`src/rtl/fifo_rd_packer.sv`:
```
// Read-side FIFO consumer: pops bytes with one-cycle read latency and packs them
// little-endian into words on a valid/ready stream, with flush for partial words.
module fifo_rd_packer #(
  parameter int BYTES_PER_WORD = 4,
  parameter int CW             = 4
) (
  input  logic                        rclk,
  input  logic                        rrst_n,
  input  logic                        en,
  input  logic                        empty,
  input  logic [7:0]                  rdata,
  output logic                        rinc,
  input  logic                        flush,
  output logic [8*BYTES_PER_WORD-1:0] m_data,
  output logic [CW-1:0]               m_bytes,
  output logic                        m_valid,
  input  logic                        m_ready
);

  localparam logic [CW-1:0] FULL = CW'(BYTES_PER_WORD);

  logic [CW-1:0]               r_issued_cnt;
  logic [CW-1:0]               r_cap_cnt;
  logic                        r_pop_d;
  logic                        r_flush_pend;
  logic [8*BYTES_PER_WORD-1:0] r_buf;
  logic [8*BYTES_PER_WORD-1:0] r_m_data;
  logic [CW-1:0]               r_m_bytes;
  logic                        r_m_valid;

  logic w_out_free;
  logic w_full_xfer;
  logic w_flush_go;
  logic w_emit;

  // Pops are issued combinationally so a word can be gathered in back-to-back cycles.
  assign rinc = rrst_n & en & ~empty & (r_issued_cnt < FULL) & ~r_flush_pend;

  assign w_out_free  = ~r_m_valid | m_ready;
  assign w_full_xfer = (r_cap_cnt == FULL) & ~r_pop_d & w_out_free;
  // A full word always takes priority; a pending flush then resolves with nothing captured.
  assign w_flush_go  = r_flush_pend & ~r_pop_d & w_out_free & ~w_full_xfer;
  assign w_emit      = w_full_xfer | (w_flush_go & (r_cap_cnt != '0));

  assign m_data  = r_m_data;
  assign m_bytes = r_m_bytes;
  assign m_valid = r_m_valid;

  // NOTE: sequential state uses non-blocking assignments so every register samples
  // pre-edge values regardless of statement order.
  always_ff @(posedge rclk) begin
    if (!rrst_n) begin
      r_issued_cnt <= '0;
      r_cap_cnt    <= '0;
      r_pop_d      <= 1'b0;
      r_flush_pend <= 1'b0;
      r_buf        <= '0;
      r_m_data     <= '0;
      r_m_bytes    <= '0;
      r_m_valid    <= 1'b0;
    end else begin
      r_pop_d <= rinc;

      if (flush)
        r_flush_pend <= 1'b1;
      else if (w_flush_go)
        r_flush_pend <= 1'b0;

      if (w_emit) begin
        r_issued_cnt <= '0;
        r_cap_cnt    <= '0;
        r_buf        <= '0;
      end else begin
        if (rinc)
          r_issued_cnt <= r_issued_cnt + CW'(1);
        if (r_pop_d) begin
          for (int k = 0; k < BYTES_PER_WORD; k++) begin
            if (r_cap_cnt == CW'(k))
              r_buf[8*k +: 8] <= rdata;
          end
          r_cap_cnt <= r_cap_cnt + CW'(1);
        end
      end

      if (w_emit) begin
        r_m_data  <= r_buf;
        r_m_bytes <= w_full_xfer ? FULL : r_cap_cnt;
        r_m_valid <= 1'b1;
      end else if (m_ready) begin
        r_m_valid <= 1'b0;
      end
    end
  end

endmodule
```
`config.mk`:
```
export PLATFORM = sky130hd
export DESIGN_NAME = fifo_rd_packer
export DESIGN_NICKNAME = d
export VERILOG_FILES = /design/src/rtl/fifo_rd_packer.sv
export SDC_FILE = /design/constraint.sdc
export NUM_CORES = 1
export LEC_CHECK = 0
export CORE_MARGIN = 2
export CORE_UTILIZATION = 55
export DETAILED_ROUTE_END_ITERATION = 12
export PLACE_DENSITY = 0.82
export SLEW_MARGIN = 10
export SYNTH_ARGS = -nofsm -noshare
export SYNTH_HDL_FRONTEND = slang
export SYNTH_SLANG_ARGS = --single-unit
```
`constraint.sdc`:
```
create_clock -name rclk -period 2.9 [get_ports rclk]
set_input_delay 0.58 -clock rclk [delete_from_list [all_inputs] [get_ports rclk]]
set_output_delay 0.58 -clock rclk [all_outputs]
set_load 0.05 [all_outputs]
```
Word level (Yosys, flattened, before mapping):

Index checks and enable logic that the tools add are counted.

* register bits after elaboration: 79
* input bits: 14
* output and inout port bits: 38
* logic and storage cells: 50

* $add $sub $neg: 2
* order comparisons: 1
* equality and inequality tests: 4
* mux-type cells: 5
* bitwise logic cells: 18
* reductions and logical operators: 9

Operators by type and width (count)
* bitwise AND 1 bit: 10
* adder 4 x 1 -> 4 bit, second input constant: 2
* equality test 4 x 2 -> 1 bit, second input constant: 2
* AND reduction 2 bit: 4
* NOT 1 bit: 6
* equality test 4 x 1 -> 1 bit, second input constant: 1
* equality test 4 x 3 -> 1 bit, second input constant: 1
* zero test 4 bit: 1
* < comparator 4 x 3 -> 1 bit, second input constant: 1
* 2-to-1 mux 1 bit: 4
* 2-to-1 mux 4 bit: 1
* nonzero test 2 bit: 2
* nonzero test 4 bit: 1
* OR 1 bit: 2
* OR reduction 2 bit: 1

Longest topological paths before layout:

* word-level depth: 8
* gate-level depth with buffers: 7
* depth with buffers taken out: 6

Least setup slack after synthesis:

Ideal clock, no wire load.

* path kind: input port to output port
* from: input empty
* to: output rinc
* arrival: 1545 ps
* data required time: 2320 ps
* path slack: 775 ps
* stages on the path: 2
* buffers on the path: 0
* cell sequence: nand4bb_1 nor3_2

* cells in the longest elaborated chain, start to end: 4

Ends and longest elaborated chain
* start: declaration: RTL line 10 `input logic empty,`
* NOT 1 bit: RTL line 37 `assign rinc = rrst_n & en & ~empty & (r_issued_cnt < FULL) & ~r_flush_pend;`
* bitwise AND 1 bit (3 in series): RTL line 37
* end: declaration: RTL line 12 `output logic rinc,`

No other way between the ends.

Worst setup path after layout:

Ends and elaborated chain as after synthesis.

==> impl_metrics.tcl <==
set metrics [dict create \
    run_status "completed" \
    worstMarginPinSlew_ns 0.701 \
    clock_skew_ns 0.00750 \
    port_buffers 51 \
    timing.setup.tns_ns 0 \
    nets 418 \
    start_util 0.563 \
    clockBufferDepth 2 \
    h_tree_depth 3 \
    maxCapViolCount 0 \
    numCtsBuffers 9 \
    ys_seq_elements 79 \
    commonest_non_fill_non_tap_cell_in_the_layout "sky130_fd_sc_hd__nand2_1" \
    total_count_of_hold_check_failures_in_the_final_report 0 \
    ctsHoldBuffers 0 \
    synth-seq-area-share 0.513 \
    pin_count_of_the_biggest_net_entering_global_routing 75 \
    clk-insertion-delay-late_ns 0.34 \
    cts.repair_timing.setup_buffer_count 0 \
    grt-ovfl-total 0 \
    cts.reportedPaths.clkPinSlew_ns 0.07 \
    critical_path.top_delay_family "buffers and inverters" \
    syn_area_um2 3080 \
    p_leak_nw 1.25 \
    clock_tree.root_cell "sky130_fd_sc_hd__clkbuf_8" \
    cp.buffers_inverters 2 \
    mostFrequentLayoutCells "sky130_fd_sc_hd__nand2_1 (139), sky130_fd_sc_hd__dfxtp_1 (79), sky130_fd_sc_hd__clkdlybuf4s50_1 (49)" \
    worst_slew_margin_rel 0.533 \
    syn_inst 354 \
    finish.cell_count_without_fillers 473 \
    via_count_of_the_first_global_routing_pass 2321 \
    cp_cell_sequence "clkdlybuf4s50_1 -> nand4bb_1 -> nor3_2 -> buf_12" \
    vias_per_cell 5.22 \
    worst-path-max-fanout 4 \
    worst_setup_path_start_kind "primary input" \
    critical_path.endpoint_type "primary output" \
    die_width_um 78.8 \
    avgSynthCellArea_um2 8.70 \
    post_drt_wl_per_cell_um 12.9 \
    globalRouteMet2Util 0.358 \
    clock_sink_count 79 \
    antennaDiodeCount 0 \
    worstPathArrival_ns 1.77 \
    routing_usage_on_met1 0.258 \
    grt_setup_unrepaired "no" \
    vdd.ir_drop.worst_v 0.000313 \
    wire_length_of_the_first_global_routing_pass_mm 10.3 \
    max_freq_mhz 425 \
    largest_stage_delay_on_the_critical_path_ns 0.40 \
    filler_cell_count 469 \
    yosysWarnings 0 \
    gr-usage-met3 0.0341 \
    finalWirelength_mm 6.09 \
    die_area_um2 6220 \
    globalplace.congestion 0.766 \
    grt_antenna_before_repair 0 \
    via_count 2467 \
    finalCoreUtilization 0.692 \
    power.density_nw_per_um2 510 \
    timing.critical_path.slowest_stage_cell "sky130_fd_sc_hd__clkdlybuf4s50_1" \
    crit_path_kind "in -> out" \
    rows 27 \
    post_cts.resized_instances 0 \
    syn2layout_area_growth_pct 22.9 \
    holdCritPathClass "reg -> reg" \
    drt-pass1-iter-count 4 \
    die-height_um 78.8 \
    dp_hpwl_mm 4.17 \
    final_setup_fails 0 \
    grt_busiest_layer "met2" \
    groute.usage.overall 0.213 \
    layout_worst_path_cycle_share 0.812 \
    detail_route.drc_violations 0 \
    cp_data_required_time_ns 2.32 \
    ant_nets 0 \
    place.detailed.instances 460 \
    cts_tree "yes" \
    design.core.area_um2 5470 \
    synth_fp_nets 373 \
    finalWorstPathRequiredPeriod_ns 2.35 \
    final-max-slew-violation-count 0 \
    io_pins 52 \
    share_of_post_route_cells_with_drive_strength_above_1 0.0549 \
    netlist-cell-type-count 30 \
    number_of_violations_reported_at_the_end_of_detailed_routing_iteration_0 111 \
]
==> cells by family after synthesis <==
logic type      share of synthesized area
mux                                 0.114
buf+inv                            0.0418
xor+xnor                           0.0114
simple gates                        0.222
compound gates                     0.0776
flops                               0.513
fa+ha+maj                          0.0203
==> path summary, 6_finish.rpt <==
kind	start	end	slack [ns]	cells after the start
worst min register to register	r_buf[21]	r_buf[21]	0.46	2
worst min-delay path	r_buf[21]	r_buf[21]	0.46	2
worst max-delay path	empty	rinc	0.55	4
worst max register to register	r_cap_cnt[0]	r_buf[16]	1.06	7
==> area by class of cell <==
| cell class | count | area (um2) | area share |
|---|---|---|---|
| tap | 72 | 90.1 | 0.0238 |
| multi-input combinational | 250 | 1370 | 0.363 |
| sequential | 79 | 1580 | 0.418 |
| inverter | 4 | 15.0 | 0.00397 |
| clock buffer | 11 | 131 | 0.0347 |
| timing repair buffer | 55 | 558 | 0.147 |
| clock inverter | 2 | 35.0 | 0.00926 |
==> worst min-delay path, delay by kind of cell, from the launching register on <==
kind	cells	cell delay [ns]
flip-flops	1	0.31
AND/OR/NAND/NOR	1	0.05
AO/OA/AOI/OAI	1	0.05
==> registers in the layout, summed over array words and instances, names as in the netlist <==
name and cells:
m_data 32, r_buf 32, m_bytes 4, r_cap_cnt 4
r_issued_cnt 4, m_valid 1, r_flush_pend 1, r_pop_d 1
==> Yosys cell counts, drive strengths merged <==
library cell	count	area, um2
or2	1	6.26
a211oi	1	7.51
xnor2	2	17.5
o21ai	2	10.0
clkbuf	8	30.0
and3b	1	8.76
o21a	3	22.5
nor2b	1	6.26
buf	13	83.8
a21oi	35	186
nand2	139	522
nor3b	1	12.5
dfxtp	79	1580
xor2	2	17.5
nand4	1	6.26
inv	4	15.0
nand2b	1	6.26
mux2i	35	350
o22ai	2	12.5
ha	5	62.6
and2	4	25.0
or4b	1	10.0
nand4bb	1	11.3
nor2	10	53.8
nor3	2	15.0
==> power breakdown <==
| part | leakage [nW] | switching [mW] | internal (mW) |
|---|---|---|---|
| Combinational | 0.524 | 0.0603 | 0.0375 |
| Sequential | 0.637 | 0.00706 | 1.09 |
| Clock | 0.0851 | 0.349 | 0.383 |
==> metal layers <==
layer	wire, um	share of wire	vias to the layer above
met5	0	0	-
met4	168	0.028	0
met3	231	0.038	15
met2	2970	0.49	61
met1	2730	0.45	1161
li1	-	-	1230
==> stage by stage <==
step                area, um2  hold slack [ns]  total power, mW  setup WS, ns
global placement         3620            0.442             1.22         0.593
global route             3780            0.475             2.00         0.486
floorplan                3080            0.430             1.18         0.775
CTS                      3780            0.457             1.95         0.536
detailed placement       3620            0.445             1.22         0.545
finish                   3780            0.456             1.93         0.546
No activity file was read; power rests on OpenSTA's default activity.
